==> src/rtl/uart_wb_bridge.sv <==
// WISHBONE slave front-end for the UART16550 register file: one core strobe per bus cycle, ack WAIT_STATES+1 cycles after it.
// Illegal byte selects end in a one-cycle err, and dropping cyc mid-transfer abandons it silently.
module uart_wb_bridge #(
   parameter int ADDR_WIDTH  = 5,
   parameter int DATA_WIDTH  = 8,
   parameter int WAIT_STATES = 1
) (
   input  logic                    clk,
   input  logic                    wb_rst_n_i,
   input  logic [ADDR_WIDTH-1:0]   wb_adr_i,
   input  logic [DATA_WIDTH-1:0]   wb_dat_i,
   input  logic [DATA_WIDTH/8-1:0] wb_sel_i,
   input  logic                    wb_we_i,
   input  logic                    wb_stb_i,
   input  logic                    wb_cyc_i,
   output logic [DATA_WIDTH-1:0]   wb_dat_o,
   output logic                    wb_ack_o,
   output logic                    wb_err_o,
   output logic [ADDR_WIDTH-1:0]   reg_adr_o,
   output logic [7:0]              reg_dat_o,
   output logic                    reg_we_o,
   output logic                    reg_re_o,
   input  logic [7:0]              reg_dat_i
);

   localparam int         SEL_W    = DATA_WIDTH / 8;
   localparam logic [3:0] CNT_LOAD = (WAIT_STATES > 0) ? 4'(WAIT_STATES - 1) : 4'd0;

   typedef enum logic [2:0] {IDLE, ACCESS, WAIT, ACK, ERR} state_t;

   state_t                  state, state_nxt;
   logic [3:0]              cnt;
   logic                    we_q;
   logic [1:0]              lane_q;
   logic [7:0]              hold;
   logic                    req, sel_ok, start;
   logic [2:0]              sel_cnt;
   logic [1:0]              sel_lane;
   logic [ADDR_WIDTH-1:0]   req_adr;
   logic [7:0]              req_dat, rd_src;
   logic [DATA_WIDTH-1:0]   rd_word;

   assign req = wb_cyc_i & wb_stb_i;

   // One-hot select check and lane/byte decode of the incoming request.
   always_comb begin
      sel_cnt  = '0;
      sel_lane = '0;
      req_dat  = wb_dat_i[7:0];
      for (int i = 0; i < SEL_W; i++) begin
         if (wb_sel_i[i]) begin
            sel_cnt  = sel_cnt + 3'd1;
            sel_lane = 2'(i);
         end
      end
      for (int i = 0; i < SEL_W; i++) begin
         if (sel_lane == 2'(i)) req_dat = wb_dat_i[8*i +: 8];
      end
      req_adr = wb_adr_i;
      if (DATA_WIDTH == 32) req_adr[1:0] = sel_lane;
   end

   assign sel_ok = (DATA_WIDTH == 8) || (sel_cnt == 3'd1);

   // With no wait states the ACCESS cycle feeds ACK directly, before hold is loaded.
   always_comb begin
      rd_src  = (state == ACCESS) ? reg_dat_i : hold;
      rd_word = '0;
      for (int i = 0; i < SEL_W; i++) begin
         if (lane_q == 2'(i)) rd_word[8*i +: 8] = rd_src;
      end
   end

   always_ff @(posedge clk or negedge wb_rst_n_i) begin
      if (!wb_rst_n_i) state <= IDLE;
      else             state <= state_nxt;
   end

   always_comb begin
      state_nxt = state;
      case (state)
         IDLE:    if (req) state_nxt = sel_ok ? ACCESS : ERR;
         ACCESS:  if (!wb_cyc_i)             state_nxt = IDLE;
                  else if (WAIT_STATES > 0)  state_nxt = WAIT;
                  else                       state_nxt = ACK;
         WAIT:    if (!wb_cyc_i)             state_nxt = IDLE;
                  else if (cnt == 4'd0)      state_nxt = ACK;
         ACK:     state_nxt = IDLE;
         ERR:     state_nxt = IDLE;
         default: state_nxt = IDLE;
      endcase
   end

   assign start = (state == IDLE) && (state_nxt == ACCESS);

   // Outputs are registered from the next state so strobe/ack/err line up with the state they belong to.
   always_ff @(posedge clk or negedge wb_rst_n_i) begin
      if (!wb_rst_n_i) begin
         cnt       <= '0;
         we_q      <= 1'b0;
         lane_q    <= '0;
         hold      <= '0;
         reg_adr_o <= '0;
         reg_dat_o <= '0;
         reg_we_o  <= 1'b0;
         reg_re_o  <= 1'b0;
         wb_ack_o  <= 1'b0;
         wb_err_o  <= 1'b0;
         wb_dat_o  <= '0;
      end else begin
         reg_we_o <= start & wb_we_i;
         reg_re_o <= start & ~wb_we_i;
         wb_ack_o <= (state_nxt == ACK);
         wb_err_o <= (state_nxt == ERR);
         if (state == IDLE && req) begin
            we_q      <= wb_we_i;
            lane_q    <= sel_lane;
            reg_adr_o <= req_adr;
            reg_dat_o <= req_dat;
         end
         if (state == ACCESS) begin
            hold <= reg_dat_i;
            cnt  <= CNT_LOAD;
         end else if (state == WAIT && cnt != 4'd0) begin
            cnt <= cnt - 4'd1;
         end
         if (state_nxt == ACK && !we_q) wb_dat_o <= rd_word;
      end
   end

endmodule

==> config.mk <==
export PLATFORM = sky130hd
export DESIGN_NAME = uart_wb_bridge
export DESIGN_NICKNAME = d
export VERILOG_FILES = /design/src/rtl/uart_wb_bridge.sv
export SDC_FILE = /design/constraint.sdc
export NUM_CORES = 1
export LEC_CHECK = 0
export ABC_AREA = 1
export CORE_MARGIN = 2
export CORE_UTILIZATION = 30
export CTS_CLUSTER_SIZE = 10
export DETAILED_ROUTE_END_ITERATION = 16
export DONT_BUFFER_PORTS = 1
export GPL_ROUTABILITY_DRIVEN = 1
export GPL_TIMING_DRIVEN = 0
export PLACE_DENSITY = 0.47
export SLEW_MARGIN = 20
export SYNTH_ARGS = -nofsm -noshare
export SYNTH_HDL_FRONTEND = slang
export SYNTH_SLANG_ARGS = --single-unit
==> constraint.sdc <==
create_clock -name clk -period 1.45 [get_ports clk]
set_input_delay 0.3625 -clock clk [delete_from_list [all_inputs] [get_ports clk]]
set_output_delay 0.3625 -clock clk [all_outputs]
set_load 0.05 [all_outputs]
### After elaboration in Yosys (flattened, before gate mapping)

Cells that the tools add are included.

| storage, ports and cells | value |
|---|---|
| register bits after elaboration | 41 |
| bits of input ports | 27 |
| output and inout bits | 25 |
| logic and storage cells | 38 |

| cells by class | value |
|---|---|
| add/sub/neg operators | 1 |
| eq/ne operators | 5 |
| multiplexer cells | 8 |
| bitwise operators | 4 |
| reduce and logical (&&, ||, !) cells | 9 |

Operators by type and width:

| kind | count |
|---|---|
| $mux 3 | 3 |
| $pmux 3 s3 | 1 |
| $mux 4 | 2 |
| $mux 8 | 1 |
| $eq 3x1->1 const B | 2 |
| $eq 3x2->1 const B | 2 |
| $logic_and 1x1->1 | 4 |
| $logic_not 4->1 | 1 |
| $reduce_bool 4->1 | 1 |
| $sub 4x1->4 const B | 1 |
| $and 1x1->1 | 3 |
| $eq 3x3->1 const B | 1 |
| $logic_not 3->1 | 1 |
| $mux 2 | 1 |
| $reduce_bool 2->1 | 1 |
| $logic_not 1->1 | 1 |
| $not 1->1 | 1 |

### Logic depth before layout (Yosys ltp)

Gate-level depths: netlist of run 1.

| depth | value |
|---|---|
| word-level depth | 7 |
| mapped depth | 7 |
| gate-level depth less buffers | 7 |

### Worst setup path after synthesis of run 1

OpenSTA, ideal clock, no wires.

| timing | value |
|---|---|
| path kind | register to register |
| start | register cnt[0] |
| end | register wb_dat_o[0] |
| library setup time | 0.119 ns |
| arrival | 1.129 ns |
| data required time | 1.331 ns |
| path slack | 0.201 ns |
| cell stages (with the launch flop) | 8 |
| buffers on the path | 0 |
| period minus slack after synthesis | 1.249 ns |
| cells stage by stage | dfrtp_1 inv_1 ha_1 nand2_1 inv_1 nand3_1 nand2_1 nand2_1 |

| between the ends | value |
|---|---|
| cells in the longest elaborated chain, start to end | 6 |

RTL lines:

| what | line | text |
|---|---|---|
| start, declared | 32 | `logic [3:0] cnt;` |
| start signal, assigned | 125 | `cnt <= cnt - 4'd1;` |
| $logic_not 4->1 | 87 | `else if (cnt == 4'd0) state_nxt = ACK;` |
| $mux 3 | 87 |  |
| $mux 3 | 86 | `WAIT: if (!wb_cyc_i) state_nxt = IDLE;` |
| $pmux 3 s3 | 81 | `case (state)` |
| $eq 3x2->1 | 127 | `if (state_nxt == ACK && !we_q) wb_dat_o <= rd_word;` |
| $logic_and 1x1->1 | 127 |  |
| end signal, assigned | 127 |  |
| end, declared | 16 | `output logic [DATA_WIDTH-1:0] wb_dat_o,` |

Every way passes these cells.
A chain may end at the register's enable or synchronous reset.

### Final worst setup path of run 1

| timing | value |
|---|---|
| start | register state[0] |
| end | register wb_dat_o[2] |

| between the ends | value |
|---|---|
| cells in the longest elaborated chain, start to end | 5 |
| elaborated cells on any way between the ends | 10 |
| classes of those cells | 3 x eq/ne; 5 x mux; 2 x reduce/logical |

RTL lines:

| what | line | text |
|---|---|---|
| start, declared | 31 | `state_t state, state_nxt;` |
| start signal, assigned | 76 | `else state <= state_nxt;` |
| $mux 3 | 87 |  |
| $mux 3 | 86 |  |
| $pmux 3 s3 | 81 |  |
| $eq 3x2->1 | 127 |  |
| $logic_and 1x1->1 | 127 |  |

Several ways; a longest one is shown, not always the timed one.

==> impl_results.md, run 1 <==
* Top-area cell type share of the netlist area at about three fifths
* Async set-reset flop share out of synthesis at 100%
* Post-Place Cell Area at between 1500 and 2000 um2
* Reg2reg path depth at 6
* GRT Overall Usage at roughly an eighth
* CP max FO at 10
* DR WL/cell at 13.4 um
* Remaining global-route overflow at 0
* First-pass GRT wire length at 5670 um
* Most common library cell in the layout ignoring fill and taps: nand2_1
* Max VDD drop at 0.562 mV
* Core area at 5470 um2
* RSZ-0062 raised after global routing: false
* Initial antenna violation count at 0
* Hold_sp: wb_we_i
* Post-synth EDFFs at 0
* Util after Layout at 35.5%
* Max cap viols at 0
* Clk Latency, worst-skew pair at 0.30 ns
* Most frequent cells in the layout: 51 x nand2_1, 41 x dfrtp_1, 22 x nand3_1
* Min-Delay Path Class: input pin to register
* Worst setup SP type: register
* Synth Register Bits at 41
* Cells after Synth at 178
* Setup ws final at 0.117 ns
* Synth-to-Final Area Change at 15.5%
* Most common flop cell mapped by yosys: dfrtp_1
* Area of the multi-input gates at 567 um2
* Chip Height at 78.9 um
* GP Congestion at 0.744
* Number of global-route vias before repair at roughly 1100
* Distinct cells, synth at 21
* Reg2Reg Launch Point: state[0]$_DFF_PN0_
* H-tree level count at 2
* Final setup fails at 0
* Setup Crit Path Kind: register to register
* I/O pin total at between 50 and 60
* Post-layout min period at 1.33 ns
* Pins Over Slew Limit at 0
* Status: completed
* CTS buffer count at 5
* Drt drc at 0
* Register area share after synthesis at about three fifths
* Deepest clock path buffer count at 2
* Fillers at between 500 and 600
* Layout cells sized above 1 at 13.2%
* Final Skew at 0.0149 ns
* Worst path arrival time at 1.56 ns
* Via/cell ratio at 4.53
* Synth Area per Inst at 9.45 um2
* Clock sinks at 41
* Worst Hold Depth at 1
* Power per cell area at between 1000 and 1500 nW/um2
* Final #Nets at 218
* Crit path capture type: register
* Syn. warnings at 0
* Clock-pin slew on the worst setup and hold paths at ~0.080 ns
* Drt pass-1 iters at 4
* Antenna diodes at 0
* Synth top area cells: dfrtp_1 61%, nand2_1 12%, nand3_1 7.1%, o21ai_0 5.1%, inv_1 4.5%
* Die W at 78.9 um
* TNS Setup at 0 ns
* FF+latch area at 1030 um2
* Final hold slack at 0.146 ns
* Detailed Place HPWL at 2320 um
* Max frequency at 0.750 GHz
* Setup WS pre-CTS at -0.0865 ns
* R2r setup slk at 0.12 ns
* Full die area at 6220 um2
* Hold Path End: reg_re_o$_DFF_PN0_
* End of the worst register-to-register path: wb_dat_o[2]$_DFFE_PN0P_
* Netlist Area Pre-Place at 1680 um2
* Period utilisation layout at 92.0%
* Starting Density at 30.7%
* Setup bufs post-CTS at 0
* Largest net degree at the start of global routing at 42
* Leading area contributor after synthesis: dfrtp_1
* Final hold viol count at 0
* Port Buffer Count at 0
* Cell Rows at 27
* TritonCTS clock tree: done
* Vias at 1182
* Initial DRC Count at 62
* Root Driver: clkbuf_8
* DRT antenna net count at 0
* Leakage Power at 1.01 nW
* DRT Wirelength at 3490 um
* Critical Path RT at 1.68 ns
* Cell area after layout at 1940 um2
-- Yosys cell counts, drive strengths merged (2+ instances only) --
library cell,n
nor2,8
buf,5
nand3,24
dfrtp,41
ha,2
nand2,53
nand4,2
o21ai,17
inv,21
-- kinds of logic (layout without fill, tap and decap cells) --
kind of cell    count (synthesis)  after routing  synth area share (%)
flops                          41             41                  61.0
compound gates                 18             18                  5.35
fa+ha+maj                       2              2                  1.49
simple gates                   88             89                  24.2
xor+xnor                        1              1                 0.521
buf+inv                        27             36                  7.29
other cells                     1              2                 0.223
-- routing by layer --
| layer | vias up | wire length (um) | track usage, % |
|---|---|---|---|
| li1 | 577 | - | - |
| met4 | 0 | 42 | 4.14 |
| met2 | 61 | 1510 | 17.1 |
| met3 | 7 | 364 | 5.45 |
| met5 | - | 0 | 0 |
| met1 | 537 | 1570 | 15.9 |
-- state kept, by name, summed over array words and instances (netlist names) --
signal / flops
hold: 8
reg_dat_o: 8
wb_dat_o: 8
reg_adr_o: 5
cnt: 4
state: 3
reg_re_o: 1
reg_we_o: 1
wb_ack_o: 1
wb_err_o: 1
we_q: 1
-- critical path: stages (launching register included) --
cell and delay [ns]:
dfrtp_1 0.37, buf_6 0.15, inv_2 0.07, nand4_1 0.25, nor2_4 0.26, nand3_1 0.10
nand2_1 0.08
-- how the worst max path moves through the flow --
stage                       startpoint                       to  slack (ns)  depth (start not counted)
floorplan           cnt[0]$_DFFE_PN0P_  wb_dat_o[0]$_DFFE_PN0P_        0.20                          7
global placement    cnt[0]$_DFFE_PN0P_  wb_dat_o[3]$_DFFE_PN0P_       -0.07                          7
detailed placement  cnt[0]$_DFFE_PN0P_  wb_dat_o[2]$_DFFE_PN0P_       -0.09                          7
CTS                 cnt[0]$_DFFE_PN0P_  wb_dat_o[2]$_DFFE_PN0P_        0.03                          7
global route        state[0]$_DFF_PN0_  wb_dat_o[6]$_DFFE_PN0P_       0.008                          6
finish              state[0]$_DFF_PN0_  wb_dat_o[2]$_DFFE_PN0P_        0.12                          6
-- final cells by class --
type | count | share of cell area (%)
clock inverters | 2 | 1.80
repair buffers | 2 | 1.55
clock buffers | 5 | 3.54
plain buffers | 5 | 2.25
inverters | 22 | 4.25
multi-input cells | 112 | 29.2
well taps | 72 | 4.64
flip-flops and latches | 41 | 52.8
-- power breakdown --
group | switching (mW) | total, mW | internal [mW]
registers | 0.444 | 1.75 | 1.30
clock network | 0.400 | 0.901 | 0.501
logic | 0.165 | 0.255 | 0.0899
total | 1.01 | 2.90 | 1.89
-- through the flow --
| step | std cells | power (mW) |
|---|---|---|
| after floorplan | 179 | 1.93 |
| after global placement | 251 | 1.99 |
| after detailed placement | 251 | 2.00 |
| after CTS | 260 | 2.92 |
| after global routing | 261 | 3.04 |
| final | 261 | 2.90 |
-- what timing repair did --
| item | CTS | global route |
|---|---|---|
| pin swaps | 0 | 1 |
| gates resized for setup | 1 | 7 |
| endpoints found under the setup margin | 8 | 8 |
| hold endpoints to repair | 41 | 0 |
| hold buffers | 2 | 0 |
| gates cloned | 0 | 1 |
(Power assumes the default switching activity.)
==> inputs of run 2 (changes only) <==
RECOVER_POWER = 25   (was not set)
==> run 2 against run 1 <==
Critical path depth is the same. Design area decreased by 0.64%. Global-route usage did not move. Clock power about the same. Critical endpoint unchanged. Highest routed layer unchanged.
==> impl_results.md, run 2 (synthesis gave the netlist of run 1 again) <==
* Via/cell ratio at 4.53 (unchanged)
* Most common library cell in the layout ignoring fill and taps: nand2_1
* Most frequent cells in the layout: 51 x nand2_1, 41 x dfrtp_1, 22 x nand3_1
* Number of global-route vias before repair at 1119 (unchanged)
* Full die area at 6220 um2 (unchanged)
* Final std cells w/o fill at 261 (unchanged)
* CP max FO at 10 (unchanged)
* Clock sinks at 41 (unchanged)
* Gr busiest metal: met2
* Clk Latency, worst-skew pair at 0.30 ns (about the same)
* Initial antenna violation count at 0 (unchanged)
* CTS buffer count at 5 (unchanged)
* Setup bufs post-CTS at 0 (unchanged)
* Slew HR at 62.1%
* Max cap viols at 0 (unchanged)
* Reg power frac at 60.3% (about the same)
* Pint at 1.89 mW (-0.21%)
* End of the worst register-to-register path: wb_dat_o[2]$_DFFE_PN0P_
* Switching Power at 1.01 mW (about the same)
* Reg2Reg Launch Point: state[0]$_DFF_PN0_
* Fillers at 570 (+0.35%)
* Layout cells sized above 1 at 13.2% (unchanged)
* Remaining global-route overflow at 0 (unchanged)
* Critical Path RT at 1.68 ns (about the same)
* Core area at 5470 um2 (unchanged)
* Met2 usage at 17.1% (unchanged)
* Worst path arrival time at 1.56 ns (about the same)
* Detailed Place HPWL at 2320 um (unchanged)
* DRT Wirelength at 3490 um (about the same)
* Root Driver: clkbuf_8
* Top Registers: hold: 8 flops, reg_dat_o: 8 flops, wb_dat_o: 8 flops
* TNS Setup at 0 ns (unchanged)
* Largest net degree at the start of global routing at 42 (unchanged)
* Deepest clock path buffer count at 2 (unchanged)
* Final Skew at 0.0149 ns (unchanged)
* Min-Delay Path Class: input pin to register
* Drt drc at 0 (unchanged)
* Post-layout min period at 1.33 ns (-0.0000800 ns)
* RSZ-0062 raised after global routing: false
* Max VDD drop at 0.562 mV (about the same)
* Leakage Power at 1.00 nW (-0.48%)
* Worst-Margin Slew at 0.569 ns
* Clock power frac at 31.1% (about the same)
* I/O pin total at 52 (unchanged)
* Drt pass-1 iters at 4 (unchanged)
* Power per cell area at 1500 nW/um2 (+0.48%)
* Reg2reg path depth at 6 (unchanged)
* Port Buffer Count at 0 (unchanged)
* # placed instances at 251 (unchanged)
* Cell Rows at 27 (unchanged)
* Period utilisation layout at 92.0% (about the same)
* Met1 usage at 15.9% (unchanged)
* R2r setup slk at 0.12 ns (about the same)
* Final setup fails at 0 (unchanged)
* Final #Nets at 218 (unchanged)
* Combinational Power Share at 8.6% (-0.2 points)
* Vias at 1182 (unchanged)
* Setup ws final at 0.117 ns (+0.0000800 ns)
* Pins Over Slew Limit at 0 (unchanged)
* Final hold slack at 0.146 ns (unchanged)
* Die W at 78.9 um (unchanged)
* Crit path capture type: register
* Status: completed
* Sw frac at 34.8% (about the same)
* Synth-to-Final Area Change at 14.7%
* Starting Density at 30.7% (unchanged)
* DR WL/cell at 13.4 um (about the same)
* Cell area after layout at 1930 um2 (-0.64%)
* First-pass GRT wire length at 5670 um (unchanged)
* Final hold viol count at 0 (unchanged)
* Setup WS pre-CTS at -0.0865 ns (unchanged)
* Initial DRC Count at 62 (unchanged)
* Setup Crit Path Kind: register to register
* Util after Layout at 35.3% (-0.23 points)
* GRT Overall Usage at 11.9% (unchanged)
* Critical Path Source: state[0]$_DFF_PN0_
* Chip Height at 78.9 um (unchanged)
* Post-Place Cell Area at 1780 um2 (unchanged)
* Antenna diodes at 0 (unchanged)
* Met3 usage at 5.45% (unchanged)
* GP Congestion at 0.744 (unchanged)
* DRT antenna net count at 0 (unchanged)
* Clock-pin slew on the worst setup and hold paths at 0.08 ns (about the same)
* Max frequency at 0.750 GHz (about the same)
* TritonCTS clock tree: done
* Total Power at 2.90 mW (-0.17%)
* Worst setup SP type: register
* H-tree level count at 2 (unchanged)
* Critical Path End: wb_dat_o[2]$_DFFE_PN0P_
## run 2: worst max-delay path, stage by stage, from the launching register on
cell and delay (ns):
dfrtp_1 0.37, buf_6 0.15, inv_2 0.07, nand4_1 0.25, nor2_4 0.26, nand3_1 0.10
nand2_1 0.08
## run 2: worst min path at each step
stage / cells past startpoint / slack [ns] / to / startpoint
final: 1 / 0.15 / reg_re_o$_DFF_PN0_ / wb_we_i
after global routing: 1 / 0.13 / reg_re_o$_DFF_PN0_ / wb_we_i
after CTS: 1 / 0.14 / reg_re_o$_DFF_PN0_ / wb_we_i
after detailed placement: 0 / 0.07 / wb_dat_o[1]$_DFFE_PN0P_ / wb_rst_n_i
after global placement: 0 / 0.07 / wb_dat_o[1]$_DFFE_PN0P_ / wb_rst_n_i
after floorplan: 0 / 0.07 / cnt[0]$_DFFE_PN0P_ / wb_rst_n_i
## run 2: power groups by stage
stage	registers (mW)	logic [mW]	clock network [mW]
finish	1.75	0.250	0.901
global route	1.77	0.296	0.967
CTS	1.75	0.256	0.917
detailed placement	1.77	0.225	0
global placement	1.77	0.216	0
floorplan	1.75	0.179	0
## run 2: routing by layer
layer	vias to the layer above	share of wire [%]	routed length, um
li1	577	-	-
met1	537	45	1570
met2	61	43	1510
met3	7	10	364
met4	0	1.2	42
met5	-	0	0
## run 2: layout make-up
type / count / area [um2] / share of cell area (%)
Buffer: 5 / 43.8 / 2.27
Clock inverter: 2 / 35.0 / 1.81
Inverter: 22 / 82.6 / 4.28
Timing Repair Buffer: 2 / 17.5 / 0.907
Multi-Input combinational cell: 112 / 567 / 29.4
Sequential cell: 41 / 1030 / 53.1
Clock buffer: 5 / 68.8 / 3.56
Tap cell: 72 / 90.1 / 4.67
## run 2: repair_timing
| action | in CTS | in global routing |
|---|---|---|
| hold endpoints to repair | 41 | 0 |
| gates cloned | 0 | 1 |
| pin swaps | 0 | 1 |
| hold buffers | 2 | 0 |
| setup endpoints to repair | 8 | 8 |
| gates resized for setup | 1 | 7 |
